$ cat src/rtl/sa_pe_os.sv
// sa_pe_os: output-stationary systolic PE with valid-qualified MAC, saturation and a length-counted drain chain.
module sa_pe_os #(
  parameter int DATA_WIDTH = 16,
  parameter int ACC_WIDTH = 40,
  parameter int SIGNED = 1,
  parameter int DRAIN_LEN = 4
) (
  input  logic                  clk,
  input  logic                  rst,
  input  logic                  start,
  input  logic [DATA_WIDTH-1:0] a_in,
  input  logic                  a_vld_in,
  input  logic [DATA_WIDTH-1:0] b_in,
  input  logic                  b_vld_in,
  input  logic                  result_ld,
  input  logic [ACC_WIDTH-1:0]  drain_in,
  input  logic                  drain_vld_in,
  output logic [DATA_WIDTH-1:0] a_out,
  output logic                  a_vld_out,
  output logic [DATA_WIDTH-1:0] b_out,
  output logic                  b_vld_out,
  output logic [ACC_WIDTH-1:0]  drain_out,
  output logic                  drain_vld_out,
  output logic                  ovf,
  output logic                  busy
);
  localparam int DW = DATA_WIDTH;
  localparam int AW = ACC_WIDTH;
  localparam int CW = DRAIN_LEN > 1 ? $clog2(DRAIN_LEN) : 1;
  localparam logic SX = SIGNED != 0;
  typedef enum logic [1:0] {IDLE = 2'd0, CALC = 2'd1, LOAD = 2'd2, DRAIN = 2'd3} state_t;
  state_t state;
  logic [AW-1:0] acc;
  logic [CW-1:0] cnt;
  logic [2*DW-1:0] a_x, b_x, prod;
  logic [AW:0] sum;
  logic [AW-1:0] sat;
  logic mac, ovf_now;
  // Extending operands to 2*DW first makes the truncated product exact for both signednesses.
  always_comb begin
    a_x = {{DW{SX & a_in[DW-1]}}, a_in};
    b_x = {{DW{SX & b_in[DW-1]}}, b_in};
    prod = a_x * b_x;
    sum = {SX & acc[AW-1], acc} + {{(AW+1-2*DW){SX & prod[2*DW-1]}}, prod};
    ovf_now = SX ? sum[AW] ^ sum[AW-1] : sum[AW];
    sat = ovf_now ? (SX ? {sum[AW], {(AW-1){~sum[AW]}}} : {AW{1'b1}}) : sum[AW-1:0];
    mac = a_vld_in & b_vld_in;
    busy = state != IDLE;
  end
  always_ff @(posedge clk) begin
    if (rst) begin
      state <= IDLE;
      acc <= '0;
      cnt <= '0;
      a_out <= '0;
      a_vld_out <= 1'b0;
      b_out <= '0;
      b_vld_out <= 1'b0;
      drain_out <= '0;
      drain_vld_out <= 1'b0;
      ovf <= 1'b0;
    end else begin
      a_out <= a_in;
      a_vld_out <= a_vld_in;
      b_out <= b_in;
      b_vld_out <= b_vld_in;
      if (state == IDLE || state == CALC) begin
        drain_vld_out <= 1'b0;
        if (start) begin
          state <= CALC;
          acc <= '0;
          ovf <= 1'b0;
        end else if (state == CALC) begin
          if (mac) begin
            acc <= sat;
            ovf <= ovf | ovf_now;
          end
          if (result_ld) state <= LOAD;
        end
      end else if (state == LOAD) begin
        drain_out <= acc;
        drain_vld_out <= 1'b1;
        cnt <= CW'(DRAIN_LEN - 1);
        state <= DRAIN;
      end else begin
        drain_out <= drain_in;
        drain_vld_out <= drain_vld_in;
        cnt <= cnt - 1'b1;
        if (cnt == '0) state <= IDLE;
      end
    end
  end
endmodule

$ cat config.mk
export PLATFORM = sky130hd
export DESIGN_NAME = sa_pe_os
export DESIGN_NICKNAME = d
export VERILOG_FILES = /design/src/rtl/sa_pe_os.sv
export SDC_FILE = /design/constraint.sdc
export NUM_CORES = 1
export LEC_CHECK = 0
export ABC_AREA = 1
export ABC_CLOCK_PERIOD_IN_PS = 7440
export CAP_MARGIN = 25
export CORE_UTILIZATION = 55
export CTS_CLUSTER_SIZE = 8
export DETAILED_ROUTE_END_ITERATION = 8
export GPL_TIMING_DRIVEN = 0
export HOLD_SLACK_MARGIN = 0.02
export PLACE_DENSITY = 0.8
export SLEW_MARGIN = 20
export SYNTH_ARGS = -nofsm -noshare
export SYNTH_HDL_FRONTEND = slang
export SYNTH_SLANG_ARGS = --single-unit
$ cat constraint.sdc
create_clock -name clk -period 7.44 [get_ports clk]
set_clock_uncertainty 0.2 [all_clocks]
set_input_delay 1.488 -clock clk [delete_from_list [all_inputs] [get_ports clk]]
set_output_delay 1.488 -clock clk [all_outputs]
set_load 0.1 [all_outputs]
**Word-level counts from Yosys, hierarchy flattened**

Cells that the tools add are included.

- Bits in registers: 120
- Input port bits: 79
- Output and inout bits: 77
- Word-level logic and storage cells: 47

- Add/subtract/negate cells: 2
- Multiply operators: 1
- Equality and inequality tests: 4
- Mux-type cells: 16
- Bitwise gates (word level): 4
- Reduce and logical (&&, ||, !) cells: 10

Operator list:

| kind | count |
|---|---|
| two-way mux 40 bit | 5 |
| adder 40 x 32 -> 41 bit | 1 |
| multiplier 16 x 16 -> 32 bit | 1 |
| two-way mux 2 bit | 7 |
| inequality test 3 bit, second input constant | 2 |
| AND reduction 3 bit | 2 |
| nonzero test 2 bit | 3 |
| zero test 2 bit | 2 |
| two-way mux 1 bit | 4 |
| nonzero test 3 bit | 1 |
| == test 2 x 1 -> 1 bit, second input constant | 1 |
| == test 2 bit, second input constant | 1 |
| OR reduction 2 bit | 1 |
| subtractor 2 x 1 -> 2 bit, second input constant | 1 |
| AND 1 bit | 1 |
| logical OR 1 bit | 1 |
| NOT 1 bit | 1 |
| OR 1 bit | 1 |
| bitwise XOR 1 bit | 1 |

**Logic depth before layout (Yosys ltp)**

Gate-level depths: netlist of the first run.

- Depth in word-level cells: 7
- Mapped depth: 34
- Depth with buffers taken out: 31

**Least setup slack after synthesis of the first run**

No wires, ideal clock.

- Kind: input to register
- Start: input a_in[15]
- End: register acc[37]
- Setup time: 0.070 ns
- Arrival: 7.586 ns
- Data required time: 7.170 ns
- Path slack: -0.416 ns
- Stages: 28
- Buffers on the path: 4
- Cells stage by stage: clkbuf_1 clkbuf_1 nand2_1 inv_1 fa_1 fa_1 inv_1 fa_1 fa_1 inv_1 fa_1 inv_1 fa_1 inv_1 ha_1 inv_1 o21ai_1 o21ai_1 nand2_1 a21oi_1 nand2_1 nand2_1 nand2_2 a21oi_4 buf_6 buf_12 nand2_1 a21oi_2

- Longest elaborated chain between the ends: 7
- Elaborated cells between the ends (all ways): 8
- Those cells by class: 1 x add/sub; 1 x mul; 4 x mux; 2 x bitwise

Ends and longest elaborated chain:

| item | RTL line | source |
|---|---|---|
| start: declaration | 11 | `input logic [DATA_WIDTH-1:0] a_in,` |
| multiplier 16 x 16 -> 32 bit (*) | 43 | `prod = a_x * b_x;` |
| adder 40 x 32 -> 41 bit (*) | 44 | `sum = {SX & acc[AW-1], acc} + {{(AW+1-2*DW){SX & prod[2*DW-1]}}, prod};` |
| bitwise XOR 1 bit or NOT 1 bit (tied branches) | 45, 46 |  |
| two-way mux 40 bit (*) | 46 | `sat = ovf_now ? (SX ? {sum[AW], {(AW-1){~sum[AW]}}} : {AW{1'b1}}) : sum[AW-1:0];` |
| two-way mux 40 bit (*) | 74 | `if (mac) begin` |
| two-way mux 40 bit (*) | 73 | `end else if (state == CALC) begin` |
| two-way mux 40 bit (*) | 69 | `if (start) begin` |
| end signal: assignment | 75 | `acc <= sat;` |
| end: declaration | 33 | `logic [AW-1:0] acc;` |

Mark *: on every way between the ends. The rest lies on a longest branch, timed or not. The select of a mux whose other input is x is not followed.
A chain may end at the register's enable or synchronous reset.

**Worst setup path after layout of the first run**

- Start: input b_in[3]
- End: register acc[36]

- Longest elaborated chain between the ends: 7
- Elaborated cells between the ends (all ways): 8
- Those cells by class: 1 x add/sub; 1 x mul; 4 x mux; 2 x bitwise

Ends and longest elaborated chain:

| item | RTL line | source |
|---|---|---|
| start: declaration | 13 | `input logic [DATA_WIDTH-1:0] b_in,` |
| multiplier 16 x 16 -> 32 bit (*) | 43 |  |
| adder 40 x 32 -> 41 bit (*) | 44 |  |
| bitwise XOR 1 bit or NOT 1 bit (tied branches) | 45, 46 |  |
| two-way mux 40 bit (*) | 46 |  |
| two-way mux 40 bit (*) | 74 |  |
| two-way mux 40 bit (*) | 73 |  |
| two-way mux 40 bit (*) | 69 |  |

Marks and branches as above.

==> impl_metrics.tcl, run 1 <==
set metrics [dict create \
    slowest_delay_ns 0.58 \
    worst_pin_slew_ns 1.09 \
    drive_gt1_frac 0.0919 \
    synth_mux_area_frac 0 \
    seq_area_frac_synth 0.130 \
    post-place-cells 3045 \
    path_max_fanout 10 \
    wl_mm 52.8 \
    synth_fp_nets 3012 \
    synth_simple_gate_area_share 0.212 \
    io_buffer_count 123 \
    post-route-util 0.659 \
    cts_sinks 120 \
    fmax_ghz 0.138 \
    track_usage 0.328 \
    antenna_found_initial 0 \
    dr.pass1.iters 5 \
    hold_viol 0 \
    grt_setup_unrepaired "yes" \
    r2r_cells 25 \
    rr_startpoint "acc[15]" \
    vias 15817 \
    numCtsBuffers 17 \
    syn_area_per_cell_sq_um 7.43 \
    slew_violations 0 \
    drc 0 \
    antenna_left 0 \
    cts_hold_buffers 0 \
    hp-class "register to register" \
    min_to "cnt[0]" \
    dp_hpwl_mm 43.8 \
    mostFrequentLayoutCells "inv_1, nand2_1, fa_1" \
    htree_levels 4 \
    period_needed_ns 7.27 \
    overflow 0 \
    synth_compound_area_frac 0.0374 \
    synth_cell_types 39 \
    die_w_um 185 \
    criticalPathCategory "input port to register" \
    synth_xor_xnor_area_share 0.0109 \
    clk_transition_reported_paths_ns 0.07 \
    finalSetupViolCount 0 \
    hold_start "cnt[0]" \
    routedWlPerCell_um 17.0 \
    synthesis.area_sq_um 18400 \
    start_kind "input port" \
    initial_utilization 0.562 \
    dieArea_sq_um 34200 \
    final_cells 3098 \
    viasPerCell 5.11 \
    crit_family "adder cells" \
    slew_headroom 0.274 \
    critPathRequiredTime_ns 7.55 \
    fin_nets 3175 \
    yosysWarningCount 0 \
    crit_buf_inv 9 \
    area_growth_pct 17.2 \
    grt_start_max_net_pins 25 \
    whs_path_depth 1 \
    critical_path_arrival_ns 7.38 \
    die_y_um 185 \
    slowest_stage "fa_1" \
    insertion_delay_ns 0.46 \
    grt_pass1_wl_mm 84.8 \
    fin_tns_setup_ns 0 \
    drt_iter0_drc 1240 \
    grt_pass1_vias 16310 \
    diodes 0 \
    startpoint "b_in[3]" \
    max-cap-violations 0 \
    final_common_cell "inv_1" \
    crit_cells 29 \
    synth_top_family_by_area "adder cells" \
    synthCells 2480 \
    timing.final.crit_share 0.977 \
    gp_congestion 0.967 \
    r2r_setup_slack_ns 2.05 \
    cts_buffer_depth 2 \
    ys_seq_elements 120 \
    crit_path_end_kind "register" \
    cts_root_buf "clkbuf_16" \
    synth_adder_area_share 0.444 \
    cts_tree "yes" \
    num_rows 66 \
    coreArea_sq_um 32800 \
    num_io_pins 156 \
    timing.rr.end "acc[29]" \
    status "finished clean" \
]
worst max-delay path by stage:
stage / endpoint / slack (ns)
after floorplan: acc[37] / 0.03
after global placement: acc[29] / -1.11
after detailed placement: acc[29] / -1.15
after CTS: acc[37] / 0.005
after global routing: acc[37] / -0.03
final: acc[36] / 0.17
state kept, by name (all words and copies together), names as in the netlist:
register,count
a_out,16
a_vld_out,1
acc,40
b_out,16
b_vld_out,1
cnt,2
drain_out,40
drain_vld_out,1
ovf,1
state,2
area by class of cell:
class / instances / area [sq um]
multi-input combinational: 1558 / 13300
fill: 2822 / 11200
sequential: 120 / 2400
buffer: 104 / 708
timing repair buffer: 144 / 1420
tap: 442 / 553
clock buffer: 18 / 439
clock inverter: 14 / 115
inverter: 698 / 2630
per-stage QoR:
stage / hold WS, ns / cell area (sq um) / setup WS [ns]
final: 0.276 / 21600 / 0.171
after global routing: 0.286 / 21600 / -0.0287
after CTS: 0.279 / 21000 / 0.00479
after global placement: 0.239 / 20200 / -1.11
after detailed placement: 0.266 / 20200 / -1.15
after floorplan: 0.222 / 18400 / 0.0306
synthesized netlist by cell type, drive strengths merged:
| master | n | area share |
|---|---|---|
| inv | 695 | 0.14 |
| nor3 | 6 | 0.0016 |
| nor4 | 2 | 0.00068 |
| and2 | 1 | 0.00034 |
| buf | 15 | 0.0051 |
| o211ai | 1 | 0.00041 |
| ha | 119 | 0.081 |
| clkbuf | 89 | 0.018 |
| nand3b | 6 | 0.0024 |
| a31oi | 3 | 0.0010 |
| o21ai | 20 | 0.0054 |
| xor2 | 6 | 0.0029 |
| nand2b | 1 | 0.00034 |
| nand4 | 11 | 0.0037 |
| xnor2 | 17 | 0.0081 |
| nand3 | 110 | 0.031 |
| fa | 334 | 0.36 |
| o31ai | 1 | 0.00041 |
| or2 | 4 | 0.0014 |
| dfxtp | 120 | 0.13 |
| nor2 | 117 | 0.025 |
| o21bai | 9 | 0.0037 |
| a21oi | 83 | 0.026 |
| a21o | 1 | 0.00041 |
| clkinv | 3 | 0.00061 |
| a221oi | 1 | 0.00048 |
| nand2 | 705 | 0.15 |
timing repair:
item / 4_1_cts / 5_1_grt
buffers inserted: 6 / 14
pin swaps: 5 / 21
setup endpoints to repair: 41 / 40
resized for setup: 91 / 163
cells by family after synthesis:
family,Yosys count
DFF,120
buffers and inverters,802
xor gates and xnor gates,23
AOI/OAI and AO/OA,119
and+or+nand+nor,963
adders and majority gates,453
routing by layer:
metal  vias to the layer above  part of all wire  wire, um  global-route usage
met2                       580              0.49     26000               0.565
li1                       7410                 -         -                   -
met1                      7724              0.41     21500               0.412
met5                         -                 0         0                   0
met3                       103             0.064      3390              0.0545
met4                         0             0.035      1820               0.125
Power of run 1 is left out: the tool's default activity adds up to more than one toggle a clock period on the data nets, which glitch-free logic cannot reach.
==> run 2, diff against run 1 <==
Settings changed: SETUP_SLACK_MARGIN from default to 0.02.
==> run 2 against run 1 <==
  * Global-route usage about the same
  * Non-clock buffer count down 1
  * Sequential share of layout area about the same
  * First-iteration DRC count down 6.8%
  * Clock-buffer cell count unchanged
  * Worst hold slack better by 0.0041 ns
  * Die area unchanged
  * Maximum frequency about the same
  * Core utilization up 0.099 points
  * Design area up 0.15%
  * Final cell count about the same
  * Via count down 0.17%
==> impl_metrics.tcl, run 2 (synthesis results as in run 1) <==
set metrics [dict create \
    r2r_setup_slack_ns 2.03 \
    dp_hpwl_mm 43.8 \
    start_kind "input port" \
    antenna_found_initial 0 \
    wl_met2_mm 26.1 \
    clk_transition_reported_paths_ns 0.07 \
    finalSetupViolCount 0 \
    slew_violations 0 \
    final_common_cell "inv_1" \
    grt_setup_unrepaired "no" \
    coreArea_sq_um 32800 \
    track_usage 0.328 \
    mostFrequentLayoutCells "inv_1, nand2_1, fa_1" \
    io_buffer_count 123 \
    initial_utilization 0.562 \
    vias 15790 \
    cts_buffer_depth 2 \
    crit_family "adder cells" \
    wl_mm 52.9 \
    final_cells 3097 \
    criticalPathCategory "input port to register" \
    routedWlPerCell_um 17.1 \
    critPathRequiredTime_ns 7.55 \
    rr_startpoint "acc[15]" \
    dieArea_sq_um 34200 \
    antenna_left 0 \
    hp-class "register to register" \
    num_rows 66 \
    dr.max_layer_used "met4" \
    cts_sinks 120 \
    wl_met1_mm 21.4 \
    grt_start_max_net_pins 25 \
    crit_path_end_kind "register" \
    largest_registers "acc (40), drain_out (40)" \
    num_io_pins 156 \
    crit_buf_inv 9 \
    fin_tns_setup_ns 0 \
    timing.rr.end "acc[36]" \
    fillers 2819 \
    stdcell_area_sq_um 21600 \
    path_max_fanout 10 \
    gp_congestion 0.967 \
    slowest_delay_ns 0.53 \
    critical_path_arrival_ns 7.39 \
    hold_start "cnt[0]" \
    dr.pass1.iters 6 \
    die_w_um 185 \
    max-cap-violations 0 \
    r2r_cells 25 \
    crit_cells 29 \
    die_y_um 185 \
    wl_met3_mm 3.58 \
    slowest_stage "fa_1" \
    overflow 0 \
    grt_pass1_vias 16321 \
    post-place-cells 3045 \
    status "finished clean" \
    pre_cts_ws_ns -1.15 \
    htree_levels 4 \
    whs_path_depth 1 \
    period_needed_ns 7.28 \
    drc 0 \
    fmax_ghz 0.137 \
    viasPerCell 5.10 \
    drt_iter0_drc 1156 \
    cts_hold_buffers 0 \
    hold_viol 0 \
    fin_nets 3174 \
    cts_root_buf "clkbuf_16" \
    timing.final.crit_share 0.978 \
    min_to "cnt[0]" \
    area_growth_pct 17.4 \
    dpl_cell_area_sq_um 20200 \
    numCtsBuffers 17 \
    diodes 0 \
    drive_gt1_frac 0.0923 \
    cts_tree "yes" \
    grt_pass1_wl_mm 84.9 \
    cpMostUsedCell "fa_1" \
    worst_pin_slew_ns 1.11 \
    slew_headroom 0.262 \
    timing.final.ws_setup_ns 0.164 \
    insertion_delay_ns 0.46 \
]
[run 2: routing by layer]
metal / vias to the layer above / track usage
met4: 0 / 0.125
met3: 105 / 0.0545
met2: 591 / 0.565
li1: 7401 / -
met1: 7693 / 0.412
met5: - / 0
[run 2: cell type report]
cell class / instances / area, sq um / area share
clock buffers: 18 / 439 / 0.0203
multi-input cells: 1558 / 13400 / 0.618
flip-flops and latches: 120 / 2400 / 0.111
inverters: 698 / 2630 / 0.122
well taps: 442 / 553 / 0.0256
repair buffers: 143 / 1420 / 0.0655
plain buffers: 104 / 716 / 0.0331
clock inverters: 14 / 115 / 0.00532
[run 2: what timing repair did]
item                                    CTS  global route
pin swaps                                 5            21
resized for setup                        93           173
endpoints found under the setup margin   41            40
gates cloned                              0             0
buffers inserted                          7            12
[run 2: worst max-delay path by stage]
stage / startpoint / end / slack (ns)
CTS: b_in[0] / acc[29] / 0.02
global route: b_in[10] / acc[37] / 0.005
floorplan: a_in[15] / acc[37] / 0.03
finish: b_in[6] / acc[36] / 0.16
global placement: b_in[15] / acc[29] / -1.11
detailed placement: b_in[15] / acc[29] / -1.15
[run 2: metrics by stage]
step | hold slack [ns] | util
after floorplan | 0.222 | -
after global placement | 0.239 | 0.617
after detailed placement | 0.266 | 0.617
after CTS | 0.279 | 0.642
after global routing | 0.286 | 0.660
final | 0.280 | 0.660
[run 2: worst reg2reg max path, cell delays in order (launching register included)]
cell	delay (ns)
dfxtp_1	0.38
inv_1	0.07
fa_1	0.50
inv_1	0.05
fa_1	0.43
fa_1	0.52
fa_1	0.56
inv_1	0.05
fa_1	0.50
inv_1	0.05
ha_2	0.37
nand2_1	0.11
nor2_2	0.17
nand2_1	0.08
nor2_1	0.11
nand2_1	0.08
nand3_2	0.12
nand2_2	0.08
nand2_1	0.09
nand2_1	0.06
nand2_2	0.12
nand2_2	0.12
clkbuf_4	0.21
nand3_1	0.11
nand2_2	0.08
a21oi_2	0.12
Power of run 2 is left out for the same reason.
